===== config.mk =====
export PLATFORM = sky130hd
export DESIGN_NAME = apb_master_bridge_flat
export DESIGN_NICKNAME = d
export VERILOG_FILES = /design/src/rtl/apb_master_bridge_pkg.sv /design/src/rtl/apb_master_bridge_if.sv /design/src/rtl/apb_master_bridge_wait_timer.sv /design/src/rtl/apb_master_bridge.sv /design/src/flat_wrapper.sv
export SDC_FILE = /design/constraint.sdc
export NUM_CORES = 1
export LEC_CHECK = 0
export BUFFER_PORTS_ARGS = -buffer_cell sky130_fd_sc_hd__buf_2
export CORE_UTILIZATION = 40
export CTS_BUF_LIST = sky130_fd_sc_hd__clkbuf_4 sky130_fd_sc_hd__clkbuf_8 sky130_fd_sc_hd__clkbuf_16
export CTS_CLUSTER_DIAMETER = 40
export DETAILED_ROUTE_END_ITERATION = 12
export GPL_ROUTABILITY_DRIVEN = 0
export PLACE_DENSITY = 0.71
export SLEW_MARGIN = 20
export SYNTH_ARGS = -nofsm -noshare
export SYNTH_HDL_FRONTEND = slang
export SYNTH_HIERARCHICAL = 1
export SYNTH_SLANG_ARGS = --single-unit

===== constraint.sdc =====
create_clock -name PCLK -period 2.6 [get_ports PCLK]
set_input_delay 0.52 -clock PCLK [delete_from_list [all_inputs] [get_ports PCLK]]
set_output_delay 0.52 -clock PCLK [all_outputs]
set_load 0.005 [all_outputs]

===== src/rtl/apb_master_bridge_pkg.sv =====
// Shared types and defaults for the APB master bridge: FSM state encoding,
// default geometry and the response record returned to the command side.
package apb_pkg;

    localparam int APB_ADDR_W     = 8;
    localparam int APB_DATA_W     = 32;
    localparam int APB_TIMEOUT    = 16;
    localparam int APB_MAX_DATA_W = 32;

    typedef enum logic [1:0] {
        ST_IDLE   = 2'd0,
        ST_SETUP  = 2'd1,
        ST_ACCESS = 2'd2,
        ST_RESP   = 2'd3
    } apb_state_e;

    // rdata is sized for the widest legal bus; narrower builds use the low bits.
    typedef struct packed {
        logic [APB_MAX_DATA_W-1:0] rdata;
        logic                      err;
        logic                      timeout;
    } apb_rsp_t;

    function automatic int apb_strb_w(input int data_w);
        return data_w / 8;
    endfunction

endpackage


===== src/rtl/apb_master_bridge_if.sv =====
// Bundles the command/response handshake and the APB bus of the bridge.
// The master modport is the bridge's view; the slave modport is the far side.
interface apb_master_bridge_if
    import apb_pkg::*;
#(
    parameter int ADDR_WIDTH = APB_ADDR_W,
    parameter int DATA_WIDTH = APB_DATA_W
);
    localparam int STRB_W = apb_strb_w(DATA_WIDTH);

    logic                  cmd_valid;
    logic                  cmd_ready;
    logic                  cmd_write;
    logic [ADDR_WIDTH-1:0] cmd_addr;
    logic [DATA_WIDTH-1:0] cmd_wdata;
    logic [STRB_W-1:0]     cmd_strb;

    logic                  rsp_valid;
    logic                  rsp_ready;
    logic [DATA_WIDTH-1:0] rsp_rdata;
    logic                  rsp_err;
    logic                  rsp_timeout;

    logic                  PSELx;
    logic                  PENABLE;
    logic                  PWRITE;
    logic [ADDR_WIDTH-1:0] PADDR;
    logic [DATA_WIDTH-1:0] PWDATA;
    logic [STRB_W-1:0]     PSTRB;
    logic [DATA_WIDTH-1:0] PRDATA;
    logic                  PREADY;
    logic                  PSLVERR;

    modport master (
        input  cmd_valid, cmd_write, cmd_addr, cmd_wdata, cmd_strb,
        output cmd_ready,
        output rsp_valid, rsp_rdata, rsp_err, rsp_timeout,
        input  rsp_ready,
        output PSELx, PENABLE, PWRITE, PADDR, PWDATA, PSTRB,
        input  PRDATA, PREADY, PSLVERR
    );

    modport slave (
        output cmd_valid, cmd_write, cmd_addr, cmd_wdata, cmd_strb,
        input  cmd_ready,
        input  rsp_valid, rsp_rdata, rsp_err, rsp_timeout,
        output rsp_ready,
        input  PSELx, PENABLE, PWRITE, PADDR, PWDATA, PSTRB,
        output PRDATA, PREADY, PSLVERR
    );

endinterface


===== src/rtl/apb_master_bridge_wait_timer.sv =====
// ACCESS wait-state counter: counts PREADY-low cycles and flags the cycle on
// which one more low cycle would reach the abort limit.
module apb_wait_timer
#(
    parameter int LIMIT = 16
)(
    input  logic PCLK,
    input  logic PRESETn,
    input  logic i_clear,
    input  logic i_enable,
    output logic o_expired
);
    localparam int CW = (LIMIT < 1) ? 1 : $clog2(LIMIT + 1);

    logic [CW-1:0] r_count;
    logic          w_at_last;

    // Saturates at LIMIT so a stalled count can never wrap back into range.
    always_ff @(posedge PCLK or negedge PRESETn) begin
        if (!PRESETn) begin
            r_count <= '0;
        end else if (i_clear) begin
            r_count <= '0;
        end else if (i_enable && (r_count != CW'(LIMIT))) begin
            r_count <= r_count + 1'b1;
        end
    end

    assign w_at_last = (r_count == CW'(LIMIT - 1));
    assign o_expired = i_enable && w_at_last;

endmodule


===== src/rtl/apb_master_bridge.sv =====
// Single-outstanding APB master: accepts one command, runs SETUP/ACCESS on
// the APB bus with a wait-state timeout, and holds the response until taken.
module apb_master_bridge
    import apb_pkg::*;
#(
    parameter int ADDR_WIDTH     = APB_ADDR_W,
    parameter int DATA_WIDTH     = APB_DATA_W,
    parameter int TIMEOUT_CYCLES = APB_TIMEOUT
)(
    input  logic                PCLK,
    input  logic                PRESETn,
    apb_master_bridge_if.master bus
);
    localparam int STRB_W = apb_strb_w(DATA_WIDTH);

    apb_state_e            r_state;
    apb_state_e            w_next;

    logic                  r_psel;
    logic                  r_penable;
    logic                  r_pwrite;
    logic [ADDR_WIDTH-1:0] r_paddr;
    logic [DATA_WIDTH-1:0] r_pwdata;
    logic [STRB_W-1:0]     r_pstrb;

    logic                  r_rsp_valid;
    apb_rsp_t              r_rsp;

    logic                  w_accept;
    logic                  w_done;
    logic                  w_abort;
    logic                  w_tmr_clear;
    logic                  w_tmr_enable;
    logic                  w_expired;

    apb_wait_timer #(
        .LIMIT     (TIMEOUT_CYCLES)
    ) u_wait_timer (
        .PCLK      (PCLK),
        .PRESETn   (PRESETn),
        .i_clear   (w_tmr_clear),
        .i_enable  (w_tmr_enable),
        .o_expired (w_expired)
    );

    // The timer is cleared during SETUP so it starts from zero on ACCESS entry.
    assign w_tmr_clear  = (r_state == ST_SETUP);
    assign w_tmr_enable = (r_state == ST_ACCESS) && !bus.PREADY;

    assign w_accept = (r_state == ST_IDLE) && bus.cmd_valid;
    assign w_done   = (r_state == ST_ACCESS) && bus.PREADY;
    assign w_abort  = (r_state == ST_ACCESS) && !bus.PREADY && w_expired;

    always_ff @(posedge PCLK or negedge PRESETn) begin
        if (!PRESETn) begin
            r_state <= ST_IDLE;
        end else begin
            r_state <= w_next;
        end
    end

    always_comb begin
        w_next = r_state;
        case (r_state)
            ST_IDLE:   if (bus.cmd_valid) w_next = ST_SETUP;
            ST_SETUP:  w_next = ST_ACCESS;
            ST_ACCESS: if (bus.PREADY || w_expired) w_next = ST_RESP;
            ST_RESP:   if (bus.rsp_ready) w_next = ST_IDLE;
            default:   w_next = ST_IDLE;
        endcase
    end

    // Bus controls are registered from the next state so they change with it.
    always_ff @(posedge PCLK or negedge PRESETn) begin
        if (!PRESETn) begin
            r_psel      <= 1'b0;
            r_penable   <= 1'b0;
            r_rsp_valid <= 1'b0;
        end else begin
            r_psel      <= (w_next == ST_SETUP) || (w_next == ST_ACCESS);
            r_penable   <= (w_next == ST_ACCESS);
            r_rsp_valid <= (w_next == ST_RESP);
        end
    end

    // Address phase fields are latched at the handshake and held to the end.
    always_ff @(posedge PCLK or negedge PRESETn) begin
        if (!PRESETn) begin
            r_pwrite <= 1'b0;
            r_paddr  <= '0;
            r_pwdata <= '0;
            r_pstrb  <= '0;
        end else if (w_accept) begin
            r_pwrite <= bus.cmd_write;
            r_paddr  <= bus.cmd_addr;
            r_pwdata <= bus.cmd_write ? bus.cmd_wdata : '0;
            r_pstrb  <= bus.cmd_write ? bus.cmd_strb  : '0;
        end
    end

    always_ff @(posedge PCLK or negedge PRESETn) begin
        if (!PRESETn) begin
            r_rsp <= '0;
        end else if (w_done) begin
            r_rsp.rdata   <= r_pwrite ? '0 : APB_MAX_DATA_W'(bus.PRDATA);
            r_rsp.err     <= bus.PSLVERR;
            r_rsp.timeout <= 1'b0;
        end else if (w_abort) begin
            r_rsp.rdata   <= '0;
            r_rsp.err     <= 1'b1;
            r_rsp.timeout <= 1'b1;
        end
    end

    // cmd_ready is gated by the reset pin so it reads 0 throughout reset.
    assign bus.cmd_ready   = (r_state == ST_IDLE) && PRESETn;

    assign bus.PSELx       = r_psel;
    assign bus.PENABLE     = r_penable;
    assign bus.PWRITE      = r_pwrite;
    assign bus.PADDR       = r_paddr;
    assign bus.PWDATA      = r_pwdata;
    assign bus.PSTRB       = r_pstrb;

    assign bus.rsp_valid   = r_rsp_valid;
    assign bus.rsp_rdata   = r_rsp.rdata[DATA_WIDTH-1:0];
    assign bus.rsp_err     = r_rsp.err;
    assign bus.rsp_timeout = r_rsp.timeout;

endmodule


===== src/flat_wrapper.sv =====
// flat-port wrapper written by rule: the top's interface ports become plain ports
module apb_master_bridge_flat import apb_pkg::*;
#(
    parameter int ADDR_WIDTH     = APB_ADDR_W,
    parameter int DATA_WIDTH     = APB_DATA_W,
    parameter int TIMEOUT_CYCLES = APB_TIMEOUT
)
  (PCLK, PRESETn, bus_cmd_valid, bus_cmd_write, bus_cmd_addr, bus_cmd_wdata, bus_cmd_strb, bus_cmd_ready, bus_rsp_valid, bus_rsp_rdata, bus_rsp_err, bus_rsp_timeout, bus_rsp_ready, bus_PSELx, bus_PENABLE, bus_PWRITE, bus_PADDR, bus_PWDATA, bus_PSTRB, bus_PRDATA, bus_PREADY, bus_PSLVERR);
  apb_master_bridge_if #(.ADDR_WIDTH(ADDR_WIDTH), .DATA_WIDTH(DATA_WIDTH)) bus_i ();
  input  logic PCLK;
  input  logic PRESETn;
  input wire logic [$bits(bus_i.cmd_valid)-1:0] bus_cmd_valid;
  input wire logic [$bits(bus_i.cmd_write)-1:0] bus_cmd_write;
  input wire logic [$bits(bus_i.cmd_addr)-1:0] bus_cmd_addr;
  input wire logic [$bits(bus_i.cmd_wdata)-1:0] bus_cmd_wdata;
  input wire logic [$bits(bus_i.cmd_strb)-1:0] bus_cmd_strb;
  output wire logic [$bits(bus_i.cmd_ready)-1:0] bus_cmd_ready;
  output wire logic [$bits(bus_i.rsp_valid)-1:0] bus_rsp_valid;
  output wire logic [$bits(bus_i.rsp_rdata)-1:0] bus_rsp_rdata;
  output wire logic [$bits(bus_i.rsp_err)-1:0] bus_rsp_err;
  output wire logic [$bits(bus_i.rsp_timeout)-1:0] bus_rsp_timeout;
  input wire logic [$bits(bus_i.rsp_ready)-1:0] bus_rsp_ready;
  output wire logic [$bits(bus_i.PSELx)-1:0] bus_PSELx;
  output wire logic [$bits(bus_i.PENABLE)-1:0] bus_PENABLE;
  output wire logic [$bits(bus_i.PWRITE)-1:0] bus_PWRITE;
  output wire logic [$bits(bus_i.PADDR)-1:0] bus_PADDR;
  output wire logic [$bits(bus_i.PWDATA)-1:0] bus_PWDATA;
  output wire logic [$bits(bus_i.PSTRB)-1:0] bus_PSTRB;
  input wire logic [$bits(bus_i.PRDATA)-1:0] bus_PRDATA;
  input wire logic [$bits(bus_i.PREADY)-1:0] bus_PREADY;
  input wire logic [$bits(bus_i.PSLVERR)-1:0] bus_PSLVERR;
  assign bus_i.cmd_valid = bus_cmd_valid;
  assign bus_i.cmd_write = bus_cmd_write;
  assign bus_i.cmd_addr = bus_cmd_addr;
  assign bus_i.cmd_wdata = bus_cmd_wdata;
  assign bus_i.cmd_strb = bus_cmd_strb;
  assign bus_cmd_ready = bus_i.cmd_ready;
  assign bus_rsp_valid = bus_i.rsp_valid;
  assign bus_rsp_rdata = bus_i.rsp_rdata;
  assign bus_rsp_err = bus_i.rsp_err;
  assign bus_rsp_timeout = bus_i.rsp_timeout;
  assign bus_i.rsp_ready = bus_rsp_ready;
  assign bus_PSELx = bus_i.PSELx;
  assign bus_PENABLE = bus_i.PENABLE;
  assign bus_PWRITE = bus_i.PWRITE;
  assign bus_PADDR = bus_i.PADDR;
  assign bus_PWDATA = bus_i.PWDATA;
  assign bus_PSTRB = bus_i.PSTRB;
  assign bus_i.PRDATA = bus_PRDATA;
  assign bus_i.PREADY = bus_PREADY;
  assign bus_i.PSLVERR = bus_PSLVERR;
  apb_master_bridge #(.ADDR_WIDTH(ADDR_WIDTH), .DATA_WIDTH(DATA_WIDTH), .TIMEOUT_CYCLES(TIMEOUT_CYCLES)) u_core (.PCLK(PCLK), .PRESETn(PRESETn), .bus(bus_i));
endmodule

== Word level (Yosys, flattened, before mapping) ==
Index checks and enable logic that the tools add are counted.
Word-level totals
  bits in registers: 89
  output and inout bits: 83
Operators by class
  $add $sub $neg: 1
  equality and inequality tests: 8
  muxes and demuxes: 11
  reduce and logical (&&, ||, !) cells: 13
Operators with widths (count)
  $mux 34: 2
  $mux 32: 2
  $mux 5: 2
  $eq 2x2->1 const B: 4
  $pmux 2 s4: 1
  $logic_and 1x1->1: 7
  $mux 2: 3
  $add 5x1->5 const B: 1
  $eq 5x4->1 const B: 1
  $ne 5x5->1 const B: 1
  $eq 2x1->1 const B: 2
  $mux 4: 1
  $reduce_bool 2->1: 2
  $logic_not 2->1: 1
  $logic_or 1x1->1: 2
  $logic_not 1->1: 1

== Logic depth before layout (Yosys ltp) ==
  depth in word-level cells: 8
  gate-level depth with buffers: 9
  gate-level depth less buffers: 8

== Hierarchy ==
The synthesis kept the hierarchy.
Modules (own cells, without submodules)
  apb_master_bridge: times used 1, cells each 274, area an instance 3189.3 µm²
  apb_wait_timer: times used 1, cells each 30, area an instance 306.5 µm²

== Least setup slack after synthesis ==
OpenSTA, ideal clock, no wires.
  path type: flip-flop to flip-flop
  from: reg u_core.u_wait_timer.r_count[0]
  to: reg u_core.r_psel (netlist: u_core/bus.PSELx)
  arrival time: 1.996 ns
  required time: 2.537 ns
  setup slack: 0.541 ns
  stages on the path, launching flop included: 10
  buffers on the path: 1
  cell sequence: dfrtp_1 > ha_1 > and3_2 > ha_1 > and2_1 > o21ai_2 > buf_2 > o211a_1 > ha_1 > inv_1
Between the ends
  word-level cells in the longest chain between the ends: 7
Ends and longest elaborated chain
  from (decl): line apb_master_bridge_wait_timer.sv:15  | logic [CW-1:0] r_count;
  from (signal assigned): line apb_master_bridge_wait_timer.sv:25  | r_count <= r_count + 1'b1;
  $eq 5x4->1 *: line apb_master_bridge_wait_timer.sv:29  | assign w_at_last = (r_count == CW'(LIMIT - 1));
  $logic_and 1x1->1 *: line apb_master_bridge_wait_timer.sv:30  | assign o_expired = i_enable && w_at_last;
  named net u_core.w_expired: line apb_master_bridge.sv:34  | logic w_expired;
  $logic_or 1x1->1 *: line apb_master_bridge.sv:67  | ST_ACCESS: if (bus.PREADY || w_expired) w_next = ST_RESP;
  $mux 2 *: line apb_master_bridge.sv:67
  $pmux 2 s4 *: line apb_master_bridge.sv:64  | case (r_state)
  $eq 2x1->1 / $eq 2x2->1 (equally long branches): line apb_master_bridge.sv:80  | r_psel <= (w_next == ST_SETUP) || (w_next == ST_ACCESS);
  $logic_or 1x1->1 *: line apb_master_bridge.sv:80
  to (signal assigned): line apb_master_bridge.sv:80
  to (decl): line apb_master_bridge.sv:19  | logic r_psel;
Mark *: on every way through the listed nets, which the timed path passes. The rest lies on a longest branch.
A chain may end at the register's enable or synchronous reset.

== Worst setup path after layout ==
  from: reg u_core.r_state[0]
  to: reg u_core.r_rsp (netlist bit u_core/bus.rsp_rdata[23])
Between the ends
  word-level cells in the longest chain between the ends: 5
Ends and longest elaborated chain
  from (decl): line apb_master_bridge.sv:16  | apb_state_e r_state;
  from (signal assigned): line apb_master_bridge.sv:58  | r_state <= w_next;
  $eq 2x2->1: line apb_master_bridge.sv:48  | assign w_tmr_enable = (r_state == ST_ACCESS) && !bus.PREADY;
  $logic_and 1x1->1: line apb_master_bridge.sv:48
  named net u_core.w_tmr_enable: line apb_master_bridge.sv:33  | logic w_tmr_enable;
  $logic_and 1x1->1: line apb_master_bridge_wait_timer.sv:30
  named net u_core.w_expired: line apb_master_bridge.sv:34
  $logic_and 1x1->1: line apb_master_bridge.sv:52  | assign w_abort = (r_state == ST_ACCESS) && !bus.PREADY && w_expired;
  $reduce_bool 2->1 (no line)
  to (decl): line apb_master_bridge.sv:27  | apb_rsp_t r_rsp;
The timed path passes the listed nets, and every way through them passes these cells.

==> out/metrics.cfg <==
[worst_setup_path]
critical_path.endpoint_type=flip-flop
worst_ep_required_time_ns=2.84
setup.worst_path.start_class=flip-flop
crit_path_max_fanout=33
timing.critical_path.arrival_ns=2.30
timing.critical_path.slowest_cell_delay_ns=0.45
number_of_buffer_and_inverter_stages_on_the_critical_path=1
list_of_cells_traversed_by_the_critical_path=and2b_1 > nor2b_1 > and2_1 > o21ai_2 > buf_4 > a22o_1
crit_path_top_delay_cell=dfrtp_1
crit_type=reg2reg
family_with_the_most_delay_on_the_worst_path=simple AND/OR/NAND/NOR gates

[cts]
holdBufCountCts=0
number_of_setup_buffers_added_after_cts=0
tritoncts=built
worstSkewPairLatency_ns=0.35
cts.path.max_buffers=2
cts_made_buffers=9
cts_resized=0
clock_pin_transition_on_the_worst_setup_and_hold_timing_paths_ns=0.09
cts.root.buffer_cell=clkbuf_8
cts.htree.levels=3
clock_sinks=89

[job]
max_cap_violations=0

[floorplan]
die_y_microns=95.5
initial_cell_density_of_the_core_pct=41.9
floorplan_row_count=33
die_area_sq_um=9120
placeableCoreArea_sq_um=8340
ioPinCount=166
die_width_microns=95.5

[power]
static_leakage_power_uw=0.00255
power_density_nw_per_um2=1070
peakVddDrop_v=0.000436

[route]
via_count=2802
routed_wire_length_microns=8100
drc=0
number_of_detailed_route_iterations_in_the_first_pass=4
drt_iter0_drc=48
antenna_viol_nets_final=0
routed_wire_length_per_instance_microns=14.1
via_density=4.86

[run_status]
run_status=complete, no violations

[synth]
postSynth.asyncResetShare_pct=100
synth-seq-cells=89
synth_area_per_cell_sq_um=11.5
ys_warn_count=6
synth.area.mux_share_pct=3.97
complex_gate_fraction_of_the_synthesized_area_pct=16.0
synth-edff-count=0
synth.distinct_cells=31
main_combinational_cell_family_by_area_after_synthesis=compound AO/OA/AOI/OAI gates
syn_nets=392
synthAdderAreaFrac_pct=1.79
synth.yosys.seq_area_share_pct=63.7
synth.cell_area_sq_um=3500
synthSimpleGateAreaFrac_pct=11.0
synth_xor_xnor_area_share_pct=0.251
synth_ff_type=dfrtp_1
synthesis.instances=304

[sta]
timing.final.crit_share_pct=79.1
setup_viol=0
fin_crit_ns=2.06
maxSlewHeadroom_pct=50.3
postLayoutSetupSlackWorst_ns=0.543
tns_ns=0
timing.final.hold_violations=0
fin_worst_skew_ns=0.0123
max_freq_mhz=486
tightestPinTransition_ns=0.745
unrepaired_setup_endpoints_after_global_routing=false
slew_violations=0

[global_routing]
antenna_violations_before_repair=0
grt_remaining_overflow=0
global_route.usage.total_pct=17.9
first_global_vias=2752
grt_pass1_wl_microns=12400
largest_net_degree_at_the_start_of_global_routing=83

[final_layout]
post_route_cells_drive_above_1_share_pct=42.7
syn_to_final_growth_pct=33.2
layout.cells.non_filler=576
num_antenna_cells=0
nNetsFinal=554
utilization_pct=55.8

[placement]
post-place-cells=560
place_worst_setup_slack_ns=0.537
hpwlAfterDp_microns=5740
port_buffers=165

[min_path]
worst_hold_path_class=in2async

-- cell type report --
| cell class | count | area [sq um] |
|---|---|---|
| Clock inverter | 6 | 115 |
| Clock buffer | 10 | 138 |
| Multi-Input combinational cell | 189 | 1150 |
| Sequential cell | 89 | 2230 |
| Timing Repair Buffer | 170 | 866 |
| Inverter | 7 | 26.3 |
| Fill cell | 776 | 3680 |
| Tap cell | 105 | 131 |
-- worst paths after layout --
kind | startpoint | end | slack (ns) | depth (start not counted)
min reg2reg | u_core/bus.PWDATA[20] | u_core/bus.PWDATA[20] | 0.48 | 2
min in group PCLK | bus_PRDATA[2] | u_core/bus.rsp_rdata[2] | 0.38 | 2
max reg2reg | u_core/r_state[0] | u_core/bus.rsp_rdata[23] | 0.54 | 6
max | u_core/r_state[0] | u_core/bus.rsp_rdata[23] | 0.54 | 6
max in group asynchronous | PRESETn | u_core/bus.PWDATA[12] | 1.95 | 2
min | PRESETn | u_core/bus.rsp_timeout | 0.24 | 2
-- per-stage QoR --
step	area (sq um)	power (uW)	hold slack, ns
5_1_grt	4660	5330	0.285
3_5_place_dp	4400	3860	0.466
6_report	4660	4970	0.241
3_3_place_gp	4400	3790	0.457
2_1_floorplan	3500	3090	0.224
4_1_cts	4660	5040	0.268
-- power breakdown --
group,switching [uW],internal [uW]
clock network,491,668
registers,289,1910
logic,779,836
total,1560,3410
-- worst reg2reg max path, stage by stage, from the launching register on --
cell and delay [ns]:
dfrtp_1 0.45, and2b_1 0.28, nor2b_1 0.37, and2_1 0.23, o21ai_2 0.08, buf_4 0.25, a22o_1 0.28
-- routing by layer --
| metal | GRT usage, % | share of wire, % | wire length [microns] | vias up |
|---|---|---|---|---|
| li1 | - | - | - | 1362 |
| met1 | 20.4 | 42 | 3370 | 1310 |
| met2 | 30.5 | 47 | 3830 | 122 |
| met3 | 6.46 | 9.9 | 804 | 8 |
| met4 | 7.09 | 1.2 | 95 | 0 |
| met5 | 0 | 0 | 0 | - |
-- registers in the layout, indices dropped and copies added, names as in the netlist --
| signal | flops |
|---|---|
| u_core/bus.PWDATA | 32 |
| u_core/bus.rsp_rdata | 32 |
| u_core/bus.PADDR | 8 |
| u_core/u_wait_timer/r_count | 5 |
| u_core/bus.PSTRB | 4 |
| u_core/r_state | 2 |
| u_core/bus.PENABLE | 1 |
| u_core/bus.PSELx | 1 |
| u_core/bus.PWRITE | 1 |
| u_core/bus.rsp_err | 1 |
| u_core/bus.rsp_timeout | 1 |
| u_core/bus.rsp_valid | 1 |
-- Yosys cell counts (all sizes together) (2+ instances only) --
library cell,n,area share [%]
a21oi,3,0.43
buf,6,1.2
mux2,10,4.0
nor2,8,0.86
a22o,32,8.0
inv,7,0.75
clkbuf,13,1.4
nand2,74,7.9
ha,5,1.8
dfrtp,89,64
and2,2,0.36
nor2b,2,0.36
a211oi,2,0.43
and3,2,0.39
o21ai,37,5.4
-- layout by cell type, fill, tap and decap left out, drive strengths merged, types with 3 or more instances in the layout --
| cell type | synthesis | routed |
|---|---|---|
| a21oi | 3 | 3 |
| a22o | 32 | 32 |
| buf | 6 | 170 |
| bufinv | 0 | 3 |
| clkbuf | 13 | 10 |
| dfrtp | 89 | 89 |
| ha | 5 | 5 |
| inv | 7 | 7 |
| mux2 | 10 | 10 |
| nand2 | 74 | 74 |
| nor2 | 8 | 8 |
| o21ai | 37 | 37 |
-- cell families after synthesis --
kind of cell	Yosys count
flip-flops	89
buffers and inverters	26
adder cells (fa/ha/maj)	5
AO/OA/AOI/OAI	80
AND/OR/NAND/NOR	93
multiplexers	10
XOR/XNOR	1
Note: power is estimated with default switching activity, not from simulation.
